--- config.mk ---
export PLATFORM = sky130hd
export DESIGN_NAME = stream_accumulator
export DESIGN_NICKNAME = d
export VERILOG_FILES = /design/src/rtl/stream_acc_pkg.sv /design/src/rtl/stream_accumulator_cla.sv /design/src/rtl/stream_accumulator.sv
export SDC_FILE = /design/constraint.sdc
export NUM_CORES = 1
export LEC_CHECK = 0
export ABC_AREA = 1
export BUFFER_PORTS_ARGS = -buffer_cell sky130_fd_sc_hd__buf_2
export CELL_PAD_IN_SITES_DETAIL_PLACEMENT = 1
export CELL_PAD_IN_SITES_GLOBAL_PLACEMENT = 2
export CORE_AREA = 2 2 110 112
export DETAILED_ROUTE_END_ITERATION = 10
export DIE_AREA = 0 0 112 114
export PLACE_DENSITY = 0.88
export SLEW_MARGIN = 20
export SYNTH_ARGS = -nofsm -noshare
export SYNTH_HDL_FRONTEND = slang
export SYNTH_SLANG_ARGS = --single-unit
--- constraint.sdc ---
create_clock -name clk -period 2.6 [get_ports clk]
set_input_delay 0.26 -clock clk [delete_from_list [all_inputs] [get_ports clk]]
set_output_delay 0.26 -clock clk [all_outputs]
set_load 0.01 [all_outputs]
--- src/rtl/stream_acc_pkg.sv ---
// Shared types and constants for the stream accumulator and its carry-lookahead adder.
package stream_acc_pkg;

    typedef enum logic [1:0] {
        IDLE  = 2'd0,
        ACCUM = 2'd1,
        DONE  = 2'd2
    } acc_state_t;

    // Bits resolved by one lookahead group inside the adder.
    localparam int unsigned CLA_BLK = 4;

endpackage

--- src/rtl/stream_accumulator_cla.sv ---
// Carry-lookahead adder made of 4-bit lookahead groups; the group carry-out feeds the next group.
module cla
    import stream_acc_pkg::*;
#(
    parameter int unsigned width = 32
) (
    input  logic [width-1:0] a,
    input  logic [width-1:0] b,
    input  logic             cin,
    output logic [width-1:0] s,
    output logic             cout
);

    localparam int unsigned NBLK = width / CLA_BLK;

    logic [3:0] g;
    logic [3:0] p;
    logic [4:0] cc;
    logic       c;

    always_comb begin
        s  = '0;
        g  = '0;
        p  = '0;
        cc = '0;
        c  = cin;
        for (int unsigned blk = 0; blk < NBLK; blk++) begin
            g = a[CLA_BLK*blk +: CLA_BLK] & b[CLA_BLK*blk +: CLA_BLK];
            p = a[CLA_BLK*blk +: CLA_BLK] ^ b[CLA_BLK*blk +: CLA_BLK];
            // All four group carries come straight from g/p and the group carry-in.
            cc[0] = c;
            cc[1] = g[0] | (p[0] & c);
            cc[2] = g[1] | (p[1] & g[0]) | (p[1] & p[0] & c);
            cc[3] = g[2] | (p[2] & g[1]) | (p[2] & p[1] & g[0])
                  | (p[2] & p[1] & p[0] & c);
            cc[4] = g[3] | (p[3] & g[2]) | (p[3] & p[2] & g[1])
                  | (p[3] & p[2] & p[1] & g[0]) | (p[3] & p[2] & p[1] & p[0] & c);
            s[CLA_BLK*blk +: CLA_BLK] = p ^ cc[3:0];
            c = cc[4];
        end
        cout = c;
    end

endmodule

--- src/rtl/stream_accumulator.sv ---
// Sums a burst of LEN unsigned operands from a valid/ready stream through a registered
// cla feedback loop; returns the total and a sticky carry-out flag on a valid/ready port.
module stream_accumulator
    import stream_acc_pkg::*;
#(
    parameter int unsigned WIDTH = 32,
    parameter int unsigned CNT_W = 8
) (
    input  logic             clk,
    input  logic             rst_n,
    input  logic             start,
    input  logic [CNT_W-1:0] len,
    input  logic             in_valid,
    output logic             in_ready,
    input  logic [WIDTH-1:0] in_data,
    output logic             out_valid,
    input  logic             out_ready,
    output logic [WIDTH-1:0] out_sum,
    output logic             out_ovf,
    output logic             busy
);

    acc_state_t       state_q;
    logic [WIDTH-1:0] acc_q;
    logic [WIDTH-1:0] acc_d;
    logic             ovf_q;
    logic             cout_d;
    logic [CNT_W-1:0] rem_q;

    cla #(.width(WIDTH)) u_cla (
        .a    (acc_q),
        .b    (in_data),
        .cin  (1'b0),
        .s    (acc_d),
        .cout (cout_d)
    );

    always_ff @(posedge clk or negedge rst_n) begin
        if (!rst_n) begin
            state_q <= IDLE;
            acc_q   <= '0;
            ovf_q   <= 1'b0;
            rem_q   <= '0;
        end else begin
            unique case (state_q)
                IDLE: begin
                    if (start) begin
                        acc_q   <= '0;
                        ovf_q   <= 1'b0;
                        rem_q   <= len;
                        state_q <= (len == '0) ? DONE : ACCUM;
                    end
                end
                ACCUM: begin
                    // in_ready is exactly "state is ACCUM", so in_valid alone marks a beat.
                    if (in_valid) begin
                        acc_q <= acc_d;
                        ovf_q <= ovf_q | cout_d;
                        rem_q <= rem_q - 1'b1;
                        if (rem_q == CNT_W'(1)) begin
                            state_q <= DONE;
                        end
                    end
                end
                DONE: begin
                    if (out_ready) begin
                        state_q <= IDLE;
                    end
                end
                default: state_q <= IDLE;
            endcase
        end
    end

    assign in_ready  = (state_q == ACCUM);
    assign out_valid = (state_q == DONE);
    assign busy      = (state_q != IDLE);
    assign out_sum   = acc_q;
    assign out_ovf   = ovf_q;

endmodule

Word-level counts from Yosys, hierarchy flattened:

Cells that the tools add are included.
Widths: inputs -> output; s select.

* div/mod/pow operators: 0
* muxes and demuxes: 15
* shift operators: 0
* add/subtract/negate cells: 1
* $mul: 0
* $lt $le $gt $ge: 0
* bitwise logic cells: 222
* reduce and logical (&&, ||, !) cells: 6
* equal/unequal tests: 7

Operator list (count)
* $and 1x1->1: 121
* $or 1x1->1: 77
* $mux 32: 2
* $pmux 32 s2: 1
* $xor 4x4->4: 16
* $and 4x4->4: 8
* $mux 8: 2
* $pmux 8 s2: 1
* $mux 2: 5
* $eq 8x1->1 const B: 1
* $logic_not 8->1: 1
* $sub 8x1->8 const B: 1
* $pmux 2 s3: 1
* $ne 2x1->1 const B: 2
* $ne 2x2->1 const B: 2
* $reduce_and 4->1: 1
* $reduce_bool 2->1: 2
* $reduce_and 3->1: 1
* $eq 2x1->1 const B: 1
* $eq 2x2->1 const B: 1
* $logic_not 2->1: 1
* $mux 1: 2
* $pmux 1 s2: 1

* bits in writable memories: 0
* output and inout port bits: 36
* memories kept: 0
* logic and storage cells: 255
* latch bits: 0
* memory bits (read-only): 0
* input bits: 45
* bits in registers: 43

Logic depth before layout (Yosys ltp):

* word-level depth: 22
* mapped depth: 22
* mapped depth without buffers: 22

Modules after synthesis:

From an unflattened synthesis, not the netlist that was laid out.

* cells, all modules: 444
* area total of the unflattened synthesis: 3395.8 um^2

Modules (own cells, without submodules)
* stream_accumulator: area an instance 2037.0 um^2, instances 1, seq. area each 1076.0 um^2, cells each 259
* cla: area an instance 1358.8 um^2, instances 1, seq. area each 0.0 um^2, cells each 185

Least setup slack after synthesis:

No wires, ideal clock.

* path kind: reg2reg
* start: reg acc_q[3], in the netlist out_sum[3]
* end: reg acc_q[29], in the netlist out_sum[29]
* setup slack: -0.015 ns
* period minus slack after synthesis: 2.615 ns
* arrival time: 2.519 ns
* cell stages (with the launch flop): 20
* data required time: 2.505 ns
* buffers on the path: 0
* setup time: 0.095 ns
* path through: dfrtp_1 ha_1 or2_0 nand2_1 nand2_2 nand2_2 nand2_4 nand2_4 nand2_4 nand2_4 nand2_4 nand2_4 nand2_4 nand2_4 nand2_4 nand2_4 nand2_4 fa_1 xnor2_1 o31ai_1

* cells in the longest elaborated chain, start to end: 22
* elaborated cells between the ends (all ways): 27
* those cells by class: mux (2); bitwise (25)

RTL lines
* from (decl): RTL line stream_accumulator.sv:24 `logic [WIDTH-1:0] acc_q;`
* from (signal assigned): RTL line stream_accumulator.sv:41 `acc_q <= '0;`
* from (signal assigned): RTL line stream_accumulator.sv:48 `acc_q <= '0;`
* from (signal assigned): RTL line stream_accumulator.sv:57 `acc_q <= acc_d;`
* $xor 4x4->4: RTL line stream_accumulator_cla.sv:29 `p = a[CLA_BLK*blk +: CLA_BLK] ^ b[CLA_BLK*blk +: CLA_BLK];`
* $and 1x1->1, on equally long branches: RTL line stream_accumulator_cla.sv:36, stream_accumulator_cla.sv:37
* $or 1x1->1 (tied with other cells): RTL line stream_accumulator_cla.sv:36 `cc[4] = g[3] | (p[3] & g[2]) | (p[3] & p[2] & g[1])`
* $or 1x1->1 or $and 1x1->1 (tied branches): RTL line stream_accumulator_cla.sv:36, stream_accumulator_cla.sv:37
* $or 1x1->1 *: RTL line stream_accumulator_cla.sv:37 `| (p[3] & p[2] & p[1] & g[0]) | (p[3] & p[2] & p[1] & p[0] & c);`
* $and 1x1->1 *: RTL line stream_accumulator_cla.sv:37
* $or 1x1->1 *: RTL line stream_accumulator_cla.sv:37
* $and 1x1->1 *: RTL line stream_accumulator_cla.sv:37
* (+6 left out)
* $or 1x1->1 *: RTL line stream_accumulator_cla.sv:37
* $and 1x1->1 *: RTL line stream_accumulator_cla.sv:37
* $or 1x1->1 *: RTL line stream_accumulator_cla.sv:37
* $and 1x1->1 *: RTL line stream_accumulator_cla.sv:32 `cc[1] = g[0] | (p[0] & c);`
* $or 1x1->1 *: RTL line stream_accumulator_cla.sv:32
* $xor 4x4->4 *: RTL line stream_accumulator_cla.sv:38 `s[CLA_BLK*blk +: CLA_BLK] = p ^ cc[3:0];`
* $mux 32 *: RTL line stream_accumulator.sv:56 `if (in_valid) begin`
* $pmux 32 s2 *: RTL line stream_accumulator.sv:45 `unique case (state_q)`

Mark *: on every way between the ends. The rest lies on a longest branch, timed or not. The select of a mux whose other input is x is not followed.
A chain may end at the register's enable or synchronous reset.

Worst setup path after layout:

Same ends and word-level chain as after synthesis.

==> PnR_summary.wiki <==
{| class="wikitable"
! Metric !! Value
|-
| Synth async-reset ratio || 100.0%
|-
| Adder-cell area share of the yosys netlist || 18.28%
|-
| Endpoints failing setup || 1
|-
| Area fraction of the dominant cell type after synthesis || 33.59%
|-
| CTS tree || yes
|-
| Simple-gate area share of the yosys netlist || 23.05%
|-
| Maximum VDD drop || 0.3456 mV
|-
| Max-capacitance violation count || 0
|-
| First-pass GRT wire length || 15.41 mm
|-
| Vias in the first global route || between 3,000 and 4,000
|-
| Clk_lat worst skew || 0.29 ns
|-
| Placed inst area || 3870 µm²
|-
| Final Instance Area || 4183 µm²
|-
| Final weighted congestion in routability-driven placement || 0.7916
|-
| Run status || complete, but fails checks
|-
| Core region area || 11,710 µm²
|-
| Biggest area consumer among synthesized cells || dfrtp_1
|-
| # nets final || 578
|-
| Mapped Nets || 472
|-
| Via Count || between 3,000 and 4,000
|-
| P&R area growth vs syn || 30.59%
|-
| Relative slew slack || 64.00%
|-
| Layout cell share with drive strength beyond 1 || between 20% and 30%
|-
| Hold/Removal Path Class || in -> reg
|-
| Worst-case setup slack after placement || -0.08275 ns
|-
| Cell depth of the worst setup path || 19
|-
| Slew @ Worst Pin || 0.5400 ns
|-
| Final-report max-slew violation count || 0
|-
| FF-to-FF path depth || 19
|-
| Utilization of the core after routing || 35.72%
|-
| Worst-path maximum fanout || 3
|-
| Crit path buf inv count || 0
|-
| HPWL after detailed placement || 7.301 mm
|-
| Setup skew after layout || 0.004417 ns
|-
| Sequence of cells on the critical path || ha_4 -> or2_0 -> nand2_1 -> nand2_2 -> nand2_2 -> nand2_4 -> nand2_4 -> nand2_4 -> nand2_4 -> nand2_4 -> nand2_4 -> nand2_4 -> nand2_4 -> nand2_4 -> nand2_4 -> nand2_4 -> fa_2 -> xnor2_1 -> o31ai_1
|-
| Antenna cells || 0
|-
| Maximum number of pins on one net before global-route repair || 24
|-
| Prevailing post-synth register cell || dfrtp_1
|-
| Main combinational cell family by area after synthesis || simple AND/OR/NAND/NOR gates
|-
| Post-synthesis cell type count || 36
|-
| I/O Buffers || 80
|-
| Xor and xnor area share after synthesis || roughly 3.3%
|-
| Instance count of the mapped netlist || 385
|-
| Post-layout min period || 2.607 ns
|-
| Warnings from Yosys || 0
|-
| CTS clk-pin slew, worst paths || 0.06 ns
|-
| Synth Cell Area || 3203 µm²
|-
| Vias per Instance || 4.791
|-
| Number of synthesized flops with an enable pin || 0
|-
| Maximum count of clock buffers along a single path || 2
|-
| Number of detailed-route iterations in the first pass || 4
|-
| Total number of clock tree sinks || 43
|-
| Width of the chip || between 100 and 150 µm
|-
| Routing layer with the top usage in global route || met2
|-
| Met1 Usage GRT || 18.04%
|-
| Mux cell area share after synthesis || 0.3125%
|-
| Power density cells || 1101 nW/µm²
|-
| Post-route ant nets || 0
|-
| Count of state elements after synthesis || 43
|-
| Drc violations || 0
|-
| Cell seen most often among critical-path stages || nand2_4
|-
| Setup repair after global routing missed its margin || yes
|-
| Overall die area || roughly 13,000 µm²
|-
| Biggest cell delay along the critical path || 0.40 ns
|-
| Fmax || 0.3837 GHz
|-
| Starting Density || 27.35%
|-
| Largest cells by area after synthesis || dfrtp_1 (34%), ha_1 (13%), nand2_1 (8.9%)
|-
| Total chip power || ~4.6 mW
|-
| Compound-cell area share of the yosys netlist || 15.55%
|-
| Clock Tree Root || clkbuf_16
|-
| Crit Path Class || reg -> reg
|-
| Highest-delay cell along the critical path || dfrtp_1
|-
| Violations in the final reports || negative setup slack
|-
| Initial antenna violation count || 0
|-
| Total I/O pin count || 81
|-
| Worst endpoint data arrival time || 2.81 ns
|-
| Final worst path period share || 100.3%
|-
| Overall routed net length || 9.432 mm
|-
| Final Hold Vio Count || 0
|-
| Crit path capture type || flip-flop
|-
| Cells on Worst Hold Path || 3
|-
| Detailed Route Iter0 Violations || just under 90
|-
| Top delay family on crit path || simple AND/OR/NAND/NOR gates
|-
| Number of levels the H-tree was split into || 2
|-
| WP data required || 2.80 ns
|-
| Most used standard cell by instance count after synthesis || nand2_1
|-
| Number of buffers created by CTS || 5
|-
| Kind of start point of the critical path || flip-flop
|-
| Overall track demand over capacity in global routing || 14.97%
|-
| Most frequent cells after synthesis || nand2_1 (76), dfrtp_1 (43), inv_1 (38)
|-
| Standard-cell row count || 40
|-
| Aggregate negative setup slack || -0.006543 ns
|-
| Met2 track demand over resource in global routing || 27.52%
|-
| Sequential cell area fraction in the yosys report || approximately 34%
|-
| GRT met3 Usage || 2.232%
|-
| Leakage || 2.221 nW
|-
| GRT overflow || 0
|-
| Worst path setup slack after routing || -0.006543 ns
|-
| Wire per inst || 14.81 µm
|-
| Avg Cell Area, Syn || 8.320 µm²
|-
| Height of the chip || 114 µm
|}
-- cell families after synthesis --
kind of cell	after synthesis
simple gates	155
mux	1
fa+ha+maj	42
buf+inv	49
flops	43
compound gates	83
xor+xnor	12
-- repair_timing --
action,in CTS,in global routing
hold buffers,1,0
hold endpoints to repair,20,0
cloned,0,0
pin swaps,0,8
endpoints found under the setup margin,2,5
buffers inserted,2,12
gates resized for setup,3,9
-- area by class of cell --
type	count	area [µm²]
clock buffers	6	128.9
flip-flops and latches	43	1076
fillers	1431	7528
multi-input cells	293	2023
inverters	38	142.6
well taps	147	183.9
repair buffers	110	628.1
-- registers in the layout (all words and copies together), names as in the netlist --
register / flops
out_sum: 32
rem_q: 8
state_q: 2
out_ovf: 1
-- layer usage --
metal  wire length, µm  part of all wire (%)
met5                 0                     0
met4               145                   1.5
met1              4220                    45
met3               323                   3.4
met2              4743                    50
-- worst register-to-register path, cell delays in order, from the launching register on --
cell     delay, ns
dfrtp_1       0.40
ha_4          0.22
or2_0         0.25
nand2_1       0.11
nand2_2       0.08
nand2_2       0.09
nand2_4       0.05
nand2_4       0.06
nand2_4       0.06
nand2_4       0.06
nand2_4       0.06
nand2_4       0.06
nand2_4       0.06
nand2_4       0.07
nand2_4       0.07
nand2_4       0.08
nand2_4       0.05
fa_2          0.34
xnor2_1       0.13
o31ai_1       0.21
-- through the flow --
| stage | cells | hold slack [ns] |
|---|---|---|
| 2_1_floorplan | 385 | -0.03559 |
| 3_3_place_gp | 616 | 0.2884 |
| 3_5_place_dp | 616 | 0.2755 |
| 4_1_cts | 625 | 0.2485 |
| 5_1_grt | 637 | 0.2853 |
| 6_report | 637 | 0.2440 |
-- worst paths after layout --
path                            start     endpoint  slack (ns)
setup / recovery           out_sum[3]  out_sum[29]      -0.007
hold / removal                 len[1]     rem_q[1]        0.24
setup reg to reg           out_sum[3]  out_sum[29]      -0.007
hold reg to reg              rem_q[5]     rem_q[5]        0.50
max in group asynchronous       rst_n   out_sum[7]        1.37
min in group asynchronous       rst_n   out_sum[8]        0.48
-- report_power, final --
part | internal [mW] | total, mW | switching (mW) | leakage, nW
sequential | 0.941 | 1.16 | 0.224 | 0.554
clock | 0.347 | 0.621 | 0.274 | 0.0628
combinational | 1.21 | 2.82 | 1.61 | 1.61
-- placed cells by master (no fill, tap or decap), types with 8 or more instances in the layout --
cell type / count
a21oi_1: 23
a22o_1: 10
buf_2: 80
buf_4: 29
dfrtp_1: 43
ha_1: 30
inv_1: 38
nand2_1: 74
nand2_4: 11
nand3_1: 18
nor2_1: 29
o21ai_0: 26
o31ai_1: 8
xnor2_1: 10
Power figures use the tool's default switching activity.
